--- config.mk ---
export PLATFORM = sky130hd
export DESIGN_NAME = intersection_phase_scheduler
export DESIGN_NICKNAME = d
export VERILOG_FILES = /design/src/rtl/intersection_phase_scheduler.sv
export SDC_FILE = /design/constraint.sdc
export NUM_CORES = 1
export LEC_CHECK = 0
export ABC_AREA = 1
export CORE_ASPECT_RATIO = 1.75
export CORE_MARGIN = 8
export CORE_UTILIZATION = 51
export CTS_BUF_LIST = sky130_fd_sc_hd__clkbuf_8
export CTS_CLUSTER_SIZE = 20
export DETAILED_ROUTE_END_ITERATION = 16
export PLACE_DENSITY = 0.89
export SLEW_MARGIN = 20
export SYNTH_ARGS = -nofsm -noshare
export SYNTH_HDL_FRONTEND = slang
export SYNTH_SLANG_ARGS = --single-unit
--- constraint.sdc ---
create_clock -name clk -period 1.6 [get_ports clk]
set_input_delay 0.32 -clock clk [delete_from_list [all_inputs] [get_ports clk]]
set_output_delay 0.32 -clock clk [all_outputs]
set_load 0.005 [all_outputs]
--- src/rtl/intersection_phase_scheduler.sv ---
// Two-approach (NS/EW) intersection controller with all-red clearance and
// latched detector demand. Optional preemption is enabled by EMERGENCY_PREEMPT_EN.
module intersection_phase_scheduler #(
    parameter int unsigned GREEN_MIN    = 20,
    parameter int unsigned GREEN_MAX    = 60,
    parameter int unsigned YELLOW_TIME  = 5,
    parameter int unsigned ALL_RED_TIME = 2,
    parameter int unsigned CNT_W        = 8
) (
    input  logic       clk,
    input  logic       rst,
    input  logic       det_ns,
    input  logic       det_ew,
    input  logic       preempt,
    input  logic       preempt_dir,
    output logic [2:0] sig_ns,
    output logic [2:0] sig_ew,
    output logic [2:0] phase,
    output logic       gnt_ns,
    output logic       gnt_ew
);

    localparam logic [2:0] RED    = 3'b000;
    localparam logic [2:0] YELLOW = 3'b001;
    localparam logic [2:0] GREEN  = 3'b010;

    localparam logic [CNT_W-1:0] GMIN_M1 = CNT_W'(GREEN_MIN - 1);
    localparam logic [CNT_W-1:0] GMAX_M1 = CNT_W'(GREEN_MAX - 1);
    localparam logic [CNT_W-1:0] YEL_M1  = CNT_W'(YELLOW_TIME - 1);
    localparam logic [CNT_W-1:0] AR_M1   = CNT_W'(ALL_RED_TIME - 1);

    typedef enum logic [2:0] {
        NS_G  = 3'd0,
        NS_Y  = 3'd1,
        AR_NS = 3'd2,
        EW_G  = 3'd3,
        EW_Y  = 3'd4,
        AR_EW = 3'd5
    } state_t;

    state_t           state;
    state_t           state_next;
    logic [CNT_W-1:0] cnt;
    logic             pend_ns;
    logic             pend_ew;
    logic             ns_release;
    logic             ew_release;
    logic             enter_ns;
    logic             enter_ew;
    logic             in_green;

`ifndef EMERGENCY_PREEMPT_EN
    logic preempt_unused;
    assign preempt_unused = preempt ^ preempt_dir;
`endif

    // State register
    always_ff @(posedge clk or posedge rst) begin
        if (rst) state <= AR_EW;
        else     state <= state_next;
    end

    // Next-state logic and green-termination decisions
    always_comb begin
        state_next = state;
        ns_release = pend_ew && (cnt >= GMIN_M1) && (!det_ns || (cnt == GMAX_M1));
        ew_release = pend_ns && (cnt >= GMIN_M1) && (!det_ew || (cnt == GMAX_M1));
`ifdef EMERGENCY_PREEMPT_EN
        // Preemption forces the opposing green out and pins the target green
        if (preempt) begin
            ns_release = preempt_dir;
            ew_release = !preempt_dir;
        end
`endif
        case (state)
            NS_G:    if (ns_release)      state_next = NS_Y;
            NS_Y:    if (cnt == YEL_M1)   state_next = AR_NS;
            AR_NS:   if (cnt == AR_M1)    state_next = EW_G;
            EW_G:    if (ew_release)      state_next = EW_Y;
            EW_Y:    if (cnt == YEL_M1)   state_next = AR_EW;
            AR_EW:   if (cnt == AR_M1)    state_next = NS_G;
            default:                      state_next = AR_EW;
        endcase
    end

    assign enter_ns = (state_next == NS_G) && (state != NS_G);
    assign enter_ew = (state_next == EW_G) && (state != EW_G);
    assign in_green = (state == NS_G) || (state == EW_G);
    assign phase    = state;

    // Phase timer: clears on entry, saturates during green, never wraps
    always_ff @(posedge clk or posedge rst) begin
        if (rst) begin
            cnt <= '0;
        end else if (state_next != state) begin
            cnt <= '0;
        end else if (!(in_green && (cnt == GMAX_M1)) && (cnt != '1)) begin
            cnt <= cnt + CNT_W'(1);
        end
    end

    // Demand latches; entering the approach's green clears it and wins over a set
    always_ff @(posedge clk or posedge rst) begin
        if (rst) begin
            pend_ns <= 1'b0;
            pend_ew <= 1'b0;
        end else begin
            pend_ns <= enter_ns ? 1'b0 : (pend_ns || (det_ns && (state != NS_G)));
            pend_ew <= enter_ew ? 1'b0 : (pend_ew || (det_ew && (state != EW_G)));
        end
    end

    // Heads decoded from the upcoming state so they change with the state register
    always_ff @(posedge clk or posedge rst) begin
        if (rst) begin
            sig_ns <= RED;
            sig_ew <= RED;
            gnt_ns <= 1'b0;
            gnt_ew <= 1'b0;
        end else begin
            sig_ns <= (state_next == NS_G) ? GREEN : (state_next == NS_Y) ? YELLOW : RED;
            sig_ew <= (state_next == EW_G) ? GREEN : (state_next == EW_Y) ? YELLOW : RED;
            gnt_ns <= enter_ns;
            gnt_ew <= enter_ew;
        end
    end

endmodule

# == After elaboration in Yosys (flattened, before gate mapping) ==
# Index checks and enable logic that the tools add are counted.
# totals
regBits,19
output_inout_bits,11
wordCells,61
# classes
addsub,1
magnitude_cmp,1
eq_ne,14
n_mux,15
reduce_logical,22
# op_table
operator,count
2-to-1 mux 3 bit,6
case mux 3 bit (6 select lines),1
2-to-1 mux 8 bit,2
logical AND 1 bit,10
equality test 3 x 2 -> 1 bit (second input constant),3
equality test 3 bit (second input constant),3
adder 8 x 1 -> 8 bit (second input constant),1
equality test 8 x 1 -> 1 bit (second input constant),1
equality test 8 x 3 -> 1 bit (second input constant),1
equality test 8 x 6 -> 1 bit (second input constant),1
greater-or-equal comparator 8 x 5 -> 1 bit (second input constant),1
!= test 8 bit (second input constant),1
equality test 3 x 1 -> 1 bit (second input constant),2
zero test 3 bit,2
logical OR 1 bit,5
2-to-1 mux 1 bit,4
2-to-1 mux 2 bit,2
zero test 1 bit,3
!= test 3 x 2 -> 1 bit (second input constant),1
!= test 3 bit,1
nonzero test 3 bit,1
nonzero test 2 bit,1

# == Longest topological paths before layout ==
# Gate-level depths: netlist (run 1).
# depth
word_depth,8
mapped_depth,12

# == Least setup slack after synthesis (run 1) ==
# OpenSTA, ideal clock, no wires.
# synth_timing
kind,register -> register
from,register cnt[0]
to,register cnt[1]
setup_time_ns,0.119
arrival_time_ns,1.534
required_time_ns,1.481
slack_ns,-0.053
stages_incl_launch_ff,11
path_buffers,0
cell_sequence,dfrtp_1 > ha_1 > nand2_1 > inv_1 > nand2_1 > nor2_1 > nand2_1 > nand2_1 > mux2_2 > inv_1 > nor2_2
# synth_between
elab_chain_cells,7
# synth_lines
element,line,text
"start, declared",43,logic [CNT_W-1:0] cnt;
"start signal, assigned",98,cnt <= cnt + CNT_W'(1);
greater-or-equal comparator 8 x 5 -> 1 bit or equality test 8 x 6 -> 1 bit (tied branches),"66, 67, 97",
"logical AND 1 bit, or another cell as far along",67,ew_release = pend_ns && (cnt >= GMIN_M1) && (!det_ew || (cnt == GMAX_M1));
"logical AND 1 bit, on equally long branches","67, 66",
"2-to-1 mux 3 bit, on equally long branches","79, 76",
case mux 3 bit (6 select lines),75,case (state)
!= test 3 bit,95,end else if (state_next != state) begin
2-to-1 mux 8 bit or nonzero test 2 bit (tied branches),n/a,
# Several ways; a longest one is shown, not always the timed one. The select of a mux whose other input is x is not followed.
# A chain may end at the register's enable or synchronous reset.

# == Worst setup path in the final report (run 1) ==
# layout_timing
from,register cnt[0]
to,register cnt[3]
# layout_between
elab_chain_cells,7
# layout_lines
element,line,text
greater-or-equal comparator 8 x 5 -> 1 bit or equality test 8 x 6 -> 1 bit (tied branches),"66, 67",
"logical AND 1 bit, or another cell as far along",67,
"logical AND 1 bit, on equally long branches","67, 66",
"2-to-1 mux 3 bit, on equally long branches","79, 76",
case mux 3 bit (6 select lines) (*),75,
net state_next[0],42,state_t state_next;
!= test 3 bit (*),95,
2-to-1 mux 8 bit or nonzero test 2 bit (tied branches),n/a,
# The timed path passes the listed nets; every way through them passes the cells marked *. The select of a mux whose other input is x is not followed.

==> flow_metrics.tcl, run 1 <==
set metrics [dict create \
    hold_violations 0 \
    ys_seq_area_share_pct 38.4 \
    end_kind "flip-flop" \
    layout_min_cycle_time_ps 1800 \
    antenna-diode-count 0 \
    drive_gt1_share_pct 52.5 \
    cp_data_arrival_time_ps 1990 \
    reg2reg_depth 12 \
    cts_root_buf "clkbuf_8" \
    critPathMaxFanout 8 \
    first_pass_iters 6 \
    vias 1226 \
    drt-total-wl_microns 3690 \
    ios 17 \
    clk_latency_ps 250 \
    dp_slack_ps -121 \
    status "finished with violations" \
    die_w_microns 53.4 \
    cap_violations 0 \
    grt_pass1_wl_microns 5630 \
    critPathKind "reg2reg" \
    first_global_vias 1342 \
    nFillCells 148 \
    drc 0 \
    synth_warnings 0 \
    finalNetCount 208 \
    rows 23 \
    grt_max_degree 12 \
    critPathRequiredTime_ps 1790 \
    maxSlewViolCount 0 \
    start_util_pct 54.1 \
    area_growth_pct 42.4 \
    r2r-start "cnt[0]" \
    clkSinkCount 19 \
    core_sq_um 2300 \
    cp-startpoint "cnt[0]" \
    chipHeight_microns 81.4 \
    netlist_area_sq_um 1250 \
    cts_hold_buf 0 \
    ys_types 30 \
    skew_ps 1.38 \
    power.density_nw_per_um2 1510 \
    drt_iter0_drc 29 \
    antenna_found_initial 0 \
    worstSetupEndpoint "cnt[3]" \
    worst_slack_ps -197 \
    numCtsBuffers 3 \
    hold_path_class "in2async" \
    rsz0062_at_grt "true" \
    antenna_left 0 \
    dp_hpwl_microns 2340 \
    grt_use_total_pct 16.8 \
    overflow 0 \
    cp-start-kind "flip-flop" \
    p_leak_nw 0.913 \
    max_freq_mhz 556 \
    cts.htree.levels 1 \
    avgSynthCellArea_sq_um 8.15 \
    clk_path_buf_depth 2 \
    violations "negative setup slack" \
    wire_per_inst_microns 16.6 \
    max-vdd-ir-drop_v 0.00102 \
    reg2reg_slack_ps -200 \
    hold_ws_ps 331 \
    viasPerCell 5.50 \
    dieArea_sq_um 4340 \
    finalSetupViolations 11 \
    fin_crit_sh_pct 112 \
    syn_inst 153 \
    portBuffers 12 \
    cts_tree "built" \
    routabilityCongestion 0.833 \
    ys_seq_elements 19 \
    r2r_end "cnt[3]" \
    clk_pin_slew_worst_paths_ps 70 \
]
critical path, stage by stage, from the launching register on:
cell and delay [ps]:
dfrtp_2 460, ha_4 200, nand2_4 70, inv_2 50
nand2_2 90, nor2_4 50, nor2_2 120, nor2_2 80
nor2_4 150, nand3_4 100, nand2_4 80, nand3_4 150
nor2_2 140
layout make-up:
class	count	area [sq um]	area share, %
Timing Repair Buffer	42	345	19.5
Sequential cell	19	482	27.2
Inverter	29	111	6.28
Clock inverter	1	5.00	0.282
Tap cell	25	31.3	1.76
Clock buffer	3	41.3	2.33
Multi-Input combinational cell	104	758	42.7
per-layer routing:
metal	global-route usage [%]	part of all wire (%)
met5	0	0
met2	33.7	58
met3	3.66	5.1
met1	13.8	31
met4	9.14	6.0
placed cells by master, fill, tap and decap left out, drive strengths merged, types with 2 or more instances in the layout:
master	synthesis	layout
nand2	33	33
buf	2	30
inv	29	29
nor2	29	29
dfrtp	17	17
nand3	10	10
clkdlybuf4s50	0	9
nand4	6	6
nor3	5	5
o21ai	5	5
xor2	3	3
clkbuf	0	3
dlygate4sd2	0	3
ha	3	3
a21oi	2	2
conb	1	2
dfstp	2	2
repair_timing:
item / in CTS / in global routing
pin swaps: 16 / 16
setup endpoints to repair: 13 / 12
buffers inserted: 11 / 2
gates resized for setup: 26 / 14
power by group:
group          internal, W  switching, W
logic             0.000746      0.000877
clock network     0.000173      0.000158
registers         0.000603      0.000115
total              0.00152       0.00115
stage by stage:
stage | instance area (sq um) | power [W] | util (%) | std cells | TNS (ps)
3_3_place_gp | 1520 | 0.00191 | 66.1 | 206 | -549
4_1_cts | 1710 | 0.00254 | 74.3 | 221 | -548
6_report | 1770 | 0.00267 | 77.1 | 223 | -1680
2_1_floorplan | 1260 | 0.00150 | - | 154 | -7.56
5_1_grt | 1770 | 0.00284 | 77.1 | 223 | -2340
3_5_place_dp | 1520 | 0.00197 | 66.1 | 206 | -863
synthesized netlist by cell type:
| cell type | count | area (sq um) |
|---|---|---|
| nand2_1 | 27 | 101 |
| inv_1 | 23 | 86.3 |
| dfrtp_1 | 17 | 425 |
| nor2_1 | 15 | 56.3 |
| nor2_2 | 10 | 62.6 |
| nand3_1 | 6 | 30.0 |
| nand4_1 | 6 | 37.5 |
| inv_2 | 5 | 18.8 |
| nand2_4 | 4 | 45.0 |
| nor2_4 | 4 | 45.0 |
| o21ai_0 | 4 | 20.0 |
| ha_1 | 3 | 37.5 |
| nor3_2 | 3 | 30.0 |
| xor2_1 | 3 | 26.3 |
| a21oi_1 | 2 | 10.0 |
| buf_4 | 2 | 15.0 |
| dfstp_2 | 2 | 52.6 |
| nand2_2 | 2 | 12.5 |
| nand3_2 | 2 | 20.0 |
| nand3_4 | 2 | 35.0 |
| nor3_1 | 2 | 10.0 |
| a41o_2 | 1 | 11.3 |
| conb_1 | 1 | 3.75 |
| inv_4 | 1 | 6.26 |
| mux2_2 | 1 | 11.3 |
| o21a_1 | 1 | 7.51 |
| o21ai_2 | 1 | 8.76 |
| o22ai_1 | 1 | 6.26 |
| o31ai_1 | 1 | 7.51 |
| or2_2 | 1 | 6.26 |
logic make-up (layout without fill, tap and decap cells):
family,Yosys count,after routing,synth area share [%]
simple gates,84,84,39.5
buf+inv,31,75,10.1
flops,19,19,38.4
compound gates,11,11,5.72
fa+ha+maj,3,3,3.01
xor+xnor,3,3,2.11
other cells,1,2,0.301
mux,1,1,0.904
flip-flops by register name, indices dropped and copies added (netlist names):
signal / cells
phase: 3
sig_ew: 2
cnt: 8
sig_ns: 2
gnt_ns: 1
pend_ns: 1
pend_ew: 1
gnt_ew: 1
worst min path at each step:
stage	from	cells after the start	end	slack [ps]
after CTS	rst	2	sig_ew[1]	340
after floorplan	rst	1	cnt[0]	270
final	rst	2	sig_ew[1]	330
after detailed placement	pend_ns	2	pend_ns	540
after global placement	pend_ns	2	pend_ns	530
after global routing	rst	2	sig_ew[1]	370
No activity file was read; power rests on OpenSTA's default activity.
==> inputs of run 2 (changes only) <==
--- a/config.mk
+++ b/config.mk
@@ -8,11 +8,11 @@
 export ABC_AREA = 1
 export CORE_ASPECT_RATIO = 1.75
 export CORE_MARGIN = 8
-export CORE_UTILIZATION = 51
-export CTS_BUF_LIST = sky130_fd_sc_hd__clkbuf_8
+export CORE_UTILIZATION = 48
+export CTS_BUF_LIST = sky130_fd_sc_hd__clkbuf_4 sky130_fd_sc_hd__clkbuf_8 sky130_fd_sc_hd__clkbuf_16
 export CTS_CLUSTER_SIZE = 20
 export DETAILED_ROUTE_END_ITERATION = 16
-export PLACE_DENSITY = 0.89
+export PLACE_DENSITY = 0.85
 export SLEW_MARGIN = 20
 export SYNTH_ARGS = -nofsm -noshare
 export SYNTH_HDL_FRONTEND = slang
==> run 2 against run 1 <==
  * Critical endpoint is now cnt[1]
  * Critical path type unchanged
  * Critical path depth down 1
  * Total power up 3.4%
  * Highest routed layer unchanged
  * Clock skew increased by 1.1 ps
  * The run still ends with negative setup slack left
  * Sequential power decreased by 1%
  * Count of clock-buffer cells in the layout unchanged
==> flow_metrics.tcl, run 2 (same netlist as run 1, synthesis figures left out) <==
set metrics [dict create \
    routabilityCongestion 0.949 \
    cts_tree "built" \
    drive_gt1_share_pct 51.0 \
    overflow 0 \
    finalSetupViolations 10 \
    portBuffers 12 \
    max_stage_delay_ps 440 \
    cp_data_arrival_time_ps 1970 \
    clkSinkCount 19 \
    drc 0 \
    wire_per_inst_microns 16.2 \
    final_common_cell "buf_4" \
    power.total_w 0.00276 \
    dieArea_sq_um 4550 \
    end_kind "flip-flop" \
    cp-start-kind "flip-flop" \
    grt_use_total_pct 16.3 \
    cts_hold_buf 0 \
    layout_min_cycle_time_ps 1770 \
    critPathKind "reg2reg" \
    start_util_pct 50.0 \
    clk_pin_slew_worst_paths_ps 70 \
    cp_cell_sequence "ha_4, nand2_4, inv_4, nand2_2, nor2_2, nor2_1, nor2_2, nor2_4, nand4_1, nand3_4, nor2_2" \
    violations "negative setup slack" \
    cap_violations 0 \
    hold_violations 0 \
    first_pass_iters 4 \
    area_growth_pct 46.4 \
    drt_iter0_drc 46 \
    clk_latency_ps 250 \
    viasPerCell 5.47 \
    skew_ps 2.45 \
    finalNetCount 216 \
    worst_slack_ps -171 \
    fin_crit_sh_pct 111 \
    nFillCells 162 \
    rows 24 \
    first_global_vias 1297 \
    final_util_pct 73.2 \
    antenna_found_initial 0 \
    cts.htree.levels 1 \
    status "finished with violations" \
    cts_root_buf "clkbuf_8" \
    maxSlewViolCount 0 \
    clk_path_buf_depth 2 \
    largest_reg_flops 8 \
    vias 1268 \
    crit_path_frequent_cell "nor2_2" \
    final_cell_mix "buf_4 (34), nand2_1 (23), inv_1 (15), dfrtp_1 (14), nor2_2 (13)" \
    core_sq_um 2490 \
    multi_input_area_sq_um 733 \
    r2r-start "cnt[0]" \
    largest-register "cnt" \
    critPathRequiredTime_ps 1790 \
    ios 17 \
    grt_max_degree 12 \
    cp-startpoint "cnt[0]" \
    power.density_nw_per_um2 1510 \
    critPathMaxFanout 8 \
    antenna_left 0 \
    grt_pass1_wl_microns 5710 \
    rsz0062_at_grt "true" \
    dp_hpwl_microns 2400 \
    antenna-diode-count 0 \
    max-vdd-ir-drop_v 0.00114 \
    numCtsBuffers 3 \
    drt-total-wl_microns 3750 \
    chipHeight_microns 83.4 \
    die_w_microns 54.5 \
    regArea_sq_um 482 \
    max_freq_mhz 565 \
    hold_path_class "in2async" \
    p_leak_nw 0.950 \
    slowest_stage "dfrtp_2" \
]
[run 2: changes by cell type in the layout (fill, tap and decap cells not counted), moves of 2 or more]
cell,change
nand3_1,+2
buf_6,+3
nand2_1,+2
buf_4,+5
nor2_1,+3
nor2_4,-2
nand2_2,-3
nand3_2,-2
[run 2: per-layer routing]
layer | part of all wire (%) | up-vias | GRT usage (%)
li1 | - | 577 | -
met1 | 33 | 618 | 15.0
met2 | 58 | 53 | 30.1
met3 | 4.6 | 20 | 2.68
met4 | 4.5 | 0 | 9.46
met5 | 0 | - | 0
[run 2: critical path, delay by kind of cell (launching register included)]
family                   cells  cell delay (ps)
adder cells (fa/ha/maj)      1              190
buffers and inverters        1               60
flip-flops                   1              440
AND/OR/NAND/NOR              9             1000
[run 2: final timing paths]
kind	slack, ps	to	depth (start not counted)
worst max-delay path	-170	cnt[1]	11
worst min register to register	550	pend_ns	2
min in group clk	550	pend_ns	2
worst min-delay path	330	gnt_ns	2
worst max register to register	-170	cnt[1]	11
max in group asynchronous	780	cnt[3]	3
[run 2: what timing repair did]
item	CTS	global route
cloned	0	0
gates resized for setup	20	15
buffers inserted	14	0
pin swaps	21	19
endpoints found under the setup margin	12	13
[run 2: area by class of cell]
class | count | share of cell area [%]
inverter | 29 | 6.24
clock buffer | 3 | 2.26
timing repair buffer | 50 | 22.8
clock inverter | 1 | 0.274
sequential | 19 | 26.4
tap | 26 | 1.78
multi-input combinational | 104 | 40.2
[run 2: where the power goes]
part / switching, W / total, W / leakage, nW / internal [W]
sequential: 0.000108 / 0.000708 / 0.236 / 0.000600
clock: 0.000161 / 0.000334 / 0.0255 / 0.000173
combinational: 0.000899 / 0.00172 / 0.688 / 0.000821
total: 0.00117 / 0.00276 / 0.950 / 0.00159
[run 2: stage by stage]
step / hold slack, ps / setup TNS (ps) / setup WS, ps / instance area (sq um) / instances
final: 331 / -1400 / -171 / 1820 / 232
after global routing: 391 / -2670 / -288 / 1820 / 232
after CTS: 340 / -907 / -132 / 1770 / 232
after detailed placement: 540 / -1230 / -161 / 1580 / 214
after global placement: 532 / -928 / -120 / 1580 / 214
after floorplan: 270 / -7.56 / -7.56 / 1260 / 154
